==> src/rtl/s_axis_rq_arb_pkg.sv <==
// Shared definitions for the RQ stream arbiter: tuser bit positions and the
// requester port encoding used for owner / last-served tracking.
package s_axis_rq_arb_pkg;

  localparam int TUSER_ECRC        = 0;
  localparam int TUSER_POISON      = 1;
  localparam int TUSER_DISCONTINUE = 3;

  typedef enum logic {
    PORT_RD = 1'b0,
    PORT_WR = 1'b1
  } port_e;

  function automatic logic [1:0] port_onehot(input port_e p);
    return (p == PORT_WR) ? 2'b10 : 2'b01;
  endfunction

endpackage

==> src/rtl/s_axis_rq_arb_skid.sv <==
// One-entry output register plus one-entry skid buffer: every output and the
// upstream ready come straight from flops, with full throughput.
module axis_skid_slice #(
  parameter int DAT_B = 8
) (
  input  logic             clk,
  input  logic             rst_n,
  input  logic [DAT_B-1:0] s_data,
  input  logic             s_valid,
  output logic             s_ready,
  output logic [DAT_B-1:0] m_data,
  output logic             m_valid,
  input  logic             m_ready
);

  logic [DAT_B-1:0] m_data_reg, m_data_next;
  logic [DAT_B-1:0] skid_data_reg, skid_data_next;
  logic             m_valid_reg, m_valid_next;
  logic             skid_valid_reg, skid_valid_next;
  logic             ready_reg, ready_next;
  logic             in_fire;

  assign in_fire = s_valid && ready_reg;

  always_comb begin
    m_data_next     = m_data_reg;
    m_valid_next    = m_valid_reg;
    skid_data_next  = skid_data_reg;
    skid_valid_next = skid_valid_reg;
    if (m_ready || !m_valid_reg) begin
      // ready is low whenever the skid holds a beat, so no input can arrive here
      if (skid_valid_reg) begin
        m_data_next     = skid_data_reg;
        m_valid_next    = 1'b1;
        skid_valid_next = 1'b0;
      end else begin
        m_valid_next = in_fire;
        if (in_fire) begin
          m_data_next = s_data;
        end
      end
    end else if (in_fire) begin
      skid_data_next  = s_data;
      skid_valid_next = 1'b1;
    end
    ready_next = !skid_valid_next;
  end

  always_ff @(posedge clk or negedge rst_n) begin
    if (!rst_n) begin
      m_data_reg     <= '0;
      m_valid_reg    <= 1'b0;
      skid_data_reg  <= '0;
      skid_valid_reg <= 1'b0;
      ready_reg      <= 1'b0;
    end else begin
      m_data_reg     <= m_data_next;
      m_valid_reg    <= m_valid_next;
      skid_data_reg  <= skid_data_next;
      skid_valid_reg <= skid_valid_next;
      ready_reg      <= ready_next;
    end
  end

  assign s_ready = ready_reg;
  assign m_data  = m_data_reg;
  assign m_valid = m_valid_reg;

endmodule

==> src/rtl/s_axis_rq_arb.sv <==
// Packet-level 2:1 round-robin merge of the DMA read and write requester
// streams onto the single RQ stream; packets are never interleaved.
module s_axis_rq_arb
  import s_axis_rq_arb_pkg::*;
#(
  parameter int DATA_WIDTH = 128,
  parameter int KEEP_WIDTH = DATA_WIDTH / 8,
  parameter int USER_WIDTH = 4
) (
  input  logic                  user_clk,
  input  logic                  user_reset_n,
  input  logic [DATA_WIDTH-1:0] s0_axis_tdata,
  input  logic [KEEP_WIDTH-1:0] s0_axis_tkeep,
  input  logic                  s0_axis_tlast,
  input  logic [USER_WIDTH-1:0] s0_axis_tuser,
  input  logic                  s0_axis_tvalid,
  output logic                  s0_axis_tready,
  input  logic [DATA_WIDTH-1:0] s1_axis_tdata,
  input  logic [KEEP_WIDTH-1:0] s1_axis_tkeep,
  input  logic                  s1_axis_tlast,
  input  logic [USER_WIDTH-1:0] s1_axis_tuser,
  input  logic                  s1_axis_tvalid,
  output logic                  s1_axis_tready,
  output logic [DATA_WIDTH-1:0] m_axis_tdata,
  output logic [KEEP_WIDTH-1:0] m_axis_tkeep,
  output logic                  m_axis_tlast,
  output logic [USER_WIDTH-1:0] m_axis_tuser,
  output logic                  m_axis_tvalid,
  input  logic                  m_axis_tready,
  output logic [1:0]            gnt_o
);

  localparam int DAT_B = DATA_WIDTH + KEEP_WIDTH + USER_WIDTH + 1;

  port_e            sel;
  port_e            owner_reg, owner_next;
  port_e            last_reg, last_next;
  logic             locked_reg, locked_next;
  logic [1:0]       gnt_reg, gnt_next;
  logic             slice_rdy, in_valid, in_last, in_fire;
  logic [DAT_B-1:0] in_beat, out_beat;

  // A locked packet keeps its port; otherwise alternate when both ask.
  always_comb begin
    sel = PORT_RD;
    if (locked_reg) begin
      sel = owner_reg;
    end else if (s0_axis_tvalid && s1_axis_tvalid) begin
      sel = (last_reg == PORT_RD) ? PORT_WR : PORT_RD;
    end else if (s1_axis_tvalid) begin
      sel = PORT_WR;
    end
  end

  assign s0_axis_tready = slice_rdy && (sel == PORT_RD);
  assign s1_axis_tready = slice_rdy && (sel == PORT_WR);

  assign in_valid = (sel == PORT_WR) ? s1_axis_tvalid : s0_axis_tvalid;
  assign in_last  = (sel == PORT_WR) ? s1_axis_tlast  : s0_axis_tlast;
  assign in_fire  = in_valid && slice_rdy;
  assign in_beat  = (sel == PORT_WR)
                  ? {s1_axis_tdata, s1_axis_tkeep, s1_axis_tuser, s1_axis_tlast}
                  : {s0_axis_tdata, s0_axis_tkeep, s0_axis_tuser, s0_axis_tlast};

  always_comb begin
    locked_next = locked_reg;
    owner_next  = owner_reg;
    last_next   = last_reg;
    if (in_fire) begin
      if (in_last) begin
        locked_next = 1'b0;
        last_next   = sel;
      end else begin
        locked_next = 1'b1;
        owner_next  = sel;
      end
    end
    gnt_next = locked_next ? port_onehot(owner_next) : 2'b00;
  end

  // last_served starts at the write port so the read port wins first.
  always_ff @(posedge user_clk or negedge user_reset_n) begin
    if (!user_reset_n) begin
      locked_reg <= 1'b0;
      owner_reg  <= PORT_RD;
      last_reg   <= PORT_WR;
      gnt_reg    <= 2'b00;
    end else begin
      locked_reg <= locked_next;
      owner_reg  <= owner_next;
      last_reg   <= last_next;
      gnt_reg    <= gnt_next;
    end
  end

  assign gnt_o = gnt_reg;

  axis_skid_slice #(
    .DAT_B (DAT_B)
  ) u_slice (
    .clk     (user_clk),
    .rst_n   (user_reset_n),
    .s_data  (in_beat),
    .s_valid (in_valid),
    .s_ready (slice_rdy),
    .m_data  (out_beat),
    .m_valid (m_axis_tvalid),
    .m_ready (m_axis_tready)
  );

  assign {m_axis_tdata, m_axis_tkeep, m_axis_tuser, m_axis_tlast} = out_beat;

endmodule

==> config.mk <==
export PLATFORM = sky130hd
export DESIGN_NAME = s_axis_rq_arb
export DESIGN_NICKNAME = d
export VERILOG_FILES = /design/src/rtl/s_axis_rq_arb_pkg.sv /design/src/rtl/s_axis_rq_arb_skid.sv /design/src/rtl/s_axis_rq_arb.sv
export SDC_FILE = /design/constraint.sdc
export NUM_CORES = 1
export LEC_CHECK = 0
export BUFFER_PORTS_ARGS = -buffer_cell sky130_fd_sc_hd__clkbuf_2
export CORE_MARGIN = 4
export CORE_UTILIZATION = 53
export DETAILED_ROUTE_END_ITERATION = 10
export PLACE_DENSITY_LB_ADDON = 0.08
export SLEW_MARGIN = 20
export SYNTH_ARGS = -nofsm -noshare
export SYNTH_HDL_FRONTEND = slang
export SYNTH_HIERARCHICAL = 1
export SYNTH_SLANG_ARGS = --single-unit
export TNS_END_PERCENT = 50
==> constraint.sdc <==
create_clock -name user_clk -period 2.5 [get_ports user_clk]
set_input_delay 0.5 -clock user_clk [delete_from_list [all_inputs] [get_ports user_clk]]
set_output_delay 0.5 -clock user_clk [all_outputs]
set_load 0.05 [all_outputs]
# Word-level counts from Yosys, hierarchy flattened
# Cells that the tools add are included.
[word_totals]
regBits = 306
input_bits = 303
out_inout_bits = 154
elab_cells = 40
[classes]
n_reduce_logical = 11
bitwise = 2
muxes = 18
[ops]
columns = ["cell", "count"]
rows = [
  ["two-way mux 149 bit", 3],
  ["two-way mux 1 bit", 13],
  ["AND reduction 2 bit", 3],
  ["logical AND 1 bit", 4],
  ["two-way mux 2 bit", 2],
  ["logical NOT 1 bit", 2],
  ["inverter 1 bit", 2],
  ["nonzero test 2 bit", 1],
  ["logical OR 1 bit", 1],
]

# Depth between registers and ports, before layout
[depth]
word_depth = 8
depth_mapped = 8
ltp_nobuf = 5

# Modules after synthesis
# The synthesis kept the hierarchy.
[by_module_without_submodules]
columns = ["module", "seq_area_each_um2", "instances", "cells_each", "area_each_um2"]
rows = [
  ["axis_skid_slice", 7532.2, 1, 805, 13102.6],
  ["s_axis_rq_arb", 126.4, 1, 195, 2391.0],
]

# Worst setup path before layout
# OpenSTA, ideal clock, no wires.
[synth_timing]
path_type = "input-to-reg"
from = "in s1_axis_tvalid"
to = "reg u_slice.m_data_reg[107] (netlist: u_slice/m_data[107])"
required_time_ps = 2375
n_path_buf = 3
setup_ps = 125
setup_slack_ps = 358
cell_stages = 8
t_arrival_ps = 2018
cell_sequence = "nor2b_1 > a21boi_1 > buf_2 > buf_6 > buf_6 > mux2_4 > mux2_2 > mux2_2"
[synth_via]
word_cells_on_any_way = 11
cone_classes = "mux (7); reduce/logical (4)"
[synth_rtl]
columns = ["item", "line", "text"]
rows = [
  ["start, declared", "s_axis_rq_arb.sv:22", "input logic s1_axis_tvalid,"],
  ["two-way mux 1 bit or logical AND 1 bit (tied branches)", "s_axis_rq_arb.sv:50, s_axis_rq_arb.sv:48", ""],
  ["two-way mux 1 bit *", "s_axis_rq_arb.sv:48", "end else if (s0_axis_tvalid && s1_axis_tvalid) begin"],
  ["two-way mux 1 bit *", "s_axis_rq_arb.sv:46", "if (locked_reg) begin"],
  ["two-way mux 149 bit *", "s_axis_rq_arb.sv:62", "? {s1_axis_tdata, s1_axis_tkeep, s1_axis_tuser, s1_axis_tlast}"],
  ["named net in_beat[107]", "s_axis_rq_arb.sv:41", "logic [DAT_B-1:0] in_beat, out_beat;"],
  ["two-way mux 149 bit *", "s_axis_rq_arb_skid.sv:38", "if (in_fire) begin"],
  ["two-way mux 149 bit *", "s_axis_rq_arb_skid.sv:32", "if (skid_valid_reg) begin"],
  ["end signal, assigned", "s_axis_rq_arb_skid.sv:57", "m_data_reg <= m_data_next;"],
  ["end, declared", "s_axis_rq_arb_skid.sv:16", "logic [DAT_B-1:0] m_data_reg, m_data_next;"],
]
# The timed path passes the listed nets; every way through them passes the cells marked *. The select of a mux whose other input is x is not followed.
# A chain may end at the register's enable or synchronous reset.

# Worst setup path in the final report
[layout_timing]
from = "reg last_reg"
to = "out s0_axis_tready"
[layout_via]
elab_chain_cells = 5
[layout_rtl]
columns = ["item", "line", "text"]
rows = [
  ["start, declared", "s_axis_rq_arb.sv:37", "port_e last_reg, last_next;"],
  ["start signal, assigned", "s_axis_rq_arb.sv:91", "last_reg <= last_next;"],
  ["two-way mux 1 bit", "s_axis_rq_arb.sv:49", "sel = (last_reg == PORT_RD) ? PORT_WR : PORT_RD;"],
  ["two-way mux 1 bit", "s_axis_rq_arb.sv:48", ""],
  ["two-way mux 1 bit", "s_axis_rq_arb.sv:46", ""],
  ["inverter 1 bit", "s_axis_rq_arb.sv:55", "assign s0_axis_tready = slice_rdy && (sel == PORT_RD);"],
  ["logical AND 1 bit", "s_axis_rq_arb.sv:55", ""],
  ["end, declared", "s_axis_rq_arb.sv:17", "output logic s0_axis_tready,"],
]
# No other way between the ends.

==> results.yml <==
yosys:
  postSynthCellCount: 1000
  postSynthNetCount: 1303
  synth_top_cells_by_area: "dfrtp_1, mux2_2, mux2_4"
  most_numerous_cell_types_in_the_synthesized_netlist: "mux2_2, dfrtp_1, mux2_4, buf_6, buf_2"
  syn_area_per_cell_um2: 15.49
  yosys.cell_count.top_type: "mux2_2"
  postSynth.asyncResetShare_pct: 100.0
  synthFlopType: "dfrtp_1"
  yosysWarnings: 6
  netlist.area_leader.share_pct: 49.26
  synth_edf_count: 0
  synth-seq-area-share_pct: 49.43
  synth.cell_area_um2: 15490
  yosysTopAreaCell: "dfrtp_1"
  netlist-cell-type-count: 27
  synth.ff_latch_count: 306
place:
  place.detailed.instances: 1820
  global_placement_routability_congestion: 0.7725
  placement.io_buffers: 456
  placed_cell_area_um2: 18330
  hpwl_um: 26780
detailed_routing:
  final_antenna_net_count: 0
  drc_errors: 0
  detailroute.via_count: 9927
  detail_route.iter0.violations: 408
  route.detailed.vias_per_inst: 5.266
  wl_per_cell_um: 19.69
  routed_wl_um: 37120
  drt_pass1_iterations: 4
setup_path:
  worst_path_top_cell_family_by_delay: "flip-flops"
  cp.required_ns: 2.00
  worstSetupPathType: "reg -> out"
  critical_path.startpoint_type: "flop"
  critPathBufInv: 3
  slowest_stage: "dfstp_2"
  cp_slowest_stage_delay_ns: 0.54
  crit_chain: "nand2_1 > a21boi_4 > buf_12 > buf_4 > and2_1 > buf_12"
  cp-end-kind: "output port"
  crit_top_cell: "buf_12"
  cp.arrival_ns: 1.89
  worst_path_maximum_fanout: 4
clock_network:
  clock_tree.root_cell: "clkbuf_16"
  max-clock-path-buffers: 3
  cts.sinks: 306
  clkLatencyLatePin_ns: 0.50
  cts_tree: "yes"
  cts.reportedPaths.clkPinSlew_ns: 0.06
  cts_inserted_buffers: 35
  clock_tree.htree_level_count: 2
layout:
  area_delta_synth_final_pct: 26.03
  finalNetCount: 1782
  fill_cells: 2178
  layout.area.seq_um2: 7662
  area_of_the_multi_input_gates_um2: 7242
  stdcell_count: 1885
  post-route-cell-area_um2: 19530
  layout-drive-gt1-share_pct: 77.53
floorplanning:
  io_pins: 457
  die_width_um: 179.0
  chipHeight_um: 179.0
  fp.coreArea_um2: 28780
  fp-row-count: 62
  dieArea_um2: 32030
  start_util_pct: 53.83
sta:
  fmax_mhz: 418.0
  finalSetupTns_ns: 0
  final_hold_viol_count: 0
  final.period_utilization_pct: 95.70
  final.setup_skew_ns: 0.009461
  layout_min_cycle_time_ns: 2.392
  final_setup_viols: 0
  timing_worst_slew_pin_value_ns: 0.5430
  maxSlewHeadroom_pct: 63.80
  finalMaxSlewViolations: 0
run_status:
  result_of_the_run: "finished clean"
pwr:
  power.leakage_uw: 0.009191
  power-per-cell-area_nw_per_um2: 1607
  peakVddDrop_mv: 0.9373
global_routing:
  pin_count_of_the_biggest_net_entering_global_routing: 75
  grt_pass1_wl_um: 56500
  first_global_vias: 10460
  initial_antenna_violation_count: 2
  grt_use_total_pct: 22.45
  overflow: 0
flow_run:
  maxCapViolCount: 0
min_path:
  hp-class: "in -> reg"
==> cells in the final DEF, fill, tap and decap left out, types with 2 or more instances in the layout <==
| master | synthesis | layout |
|---|---|---|
| nand2b_1 | 3 | 3 |
| clkbuf_16 | 0 | 38 |
| and2_1 | 2 | 2 |
| nand3b_1 | 2 | 2 |
| clkbuf_2 | 0 | 454 |
| o21ai_0 | 3 | 3 |
| buf_4 | 8 | 26 |
| inv_1 | 2 | 2 |
| buf_12 | 0 | 23 |
| clkbuf_8 | 0 | 5 |
| clkbuf_1 | 0 | 8 |
| mux2i_1 | 2 | 2 |
| a21oi_1 | 3 | 3 |
| mux2_2 | 518 | 518 |
| dfrtp_1 | 305 | 304 |
| nand2_1 | 3 | 3 |
| clkinv_2 | 0 | 6 |
| mux2_4 | 78 | 78 |
==> where the power goes <==
part	switching, µW	internal, µW	total (µW)
Combinational	9610	8010	17600
Clock	1920	2940	4860
Sequential	1300	7600	8900
==> through the flow <==
stage	hold slack [ns]	total power (µW)	setup slack, ns	utilization [%]
after floorplan	0.2044	22410	0.3577	-
final	0.2599	31390	0.1076	67.85
after CTS	0.2460	31650	0.09808	67.72
after global routing	0.2959	33100	-0.004349	67.84
after detailed placement	0.4868	26500	0.08625	63.69
after global placement	0.4804	26110	0.1065	63.69
==> tightest hold or removal path, cell delays in order <==
cell	delay, ns
clkbuf_2	0.09
a21oi_1	0.11
a21oi_1	0.05
==> worst paths after layout <==
check                                                 startpoint                               endpoint  slack [ns]  cells past startpoint
max                                         last_reg$_DFFE_PN1P_                         s0_axis_tready        0.11                      6
min in group asynchronous                           user_reset_n         u_slice/m_data[68]$_DFFE_PN0P_        0.55                      2
min                                                s1_axis_tlast                   last_reg$_DFFE_PN1P_        0.26                      3
max reg2reg                                 last_reg$_DFFE_PN1P_         u_slice/m_data[92]$_DFFE_PN0P_        0.11                      8
max in group asynchronous                           user_reset_n   u_slice/skid_data_reg[5]$_DFFE_PN0P_        1.19                      3
min reg2reg                u_slice/skid_data_reg[89]$_DFFE_PN0P_  u_slice/skid_data_reg[89]$_DFFE_PN0P_        0.50                      1
==> logic make-up after synthesis <==
group           share of synthesized area, %
mux                                    45.34
flops                                  49.43
buf+inv                                3.965
simple gates                          0.6944
compound gates                        0.5734
==> layer usage <==
layer | wire length, µm | share of wire [%] | up-vias | global-route usage, %
met2 | 18400 | 50 | 327 | 38.28
met3 | 3339 | 9.0 | 71 | 7.086
met4 | 1129 | 3.0 | 4 | 7.131
met1 | 14220 | 38 | 4938 | 27.19
li1 | - | - | 4587 | -
met5 | 33 | 0.089 | - | 0
==> repair_timing <==
action / in CTS / in global routing
setup buffers: 3 / 0
gates resized for setup: 1 / 1
hold endpoints to repair: 55 / 0
cloned: 1 / 1
setup endpoints to repair: 1 / 10
pin swaps: 1 / 0
hold buffers: 1 / 0
==> cell type report <==
class,count,area share [%]
well taps,384,2.461
flip-flops and latches,306,39.24
clock buffers,50,5.248
diodes,1,0.01282
repair buffers,508,15.56
multi-input cells,626,37.09
inverters,2,0.03845
clock inverters,8,0.3524
Power figures use the tool's default switching activity.
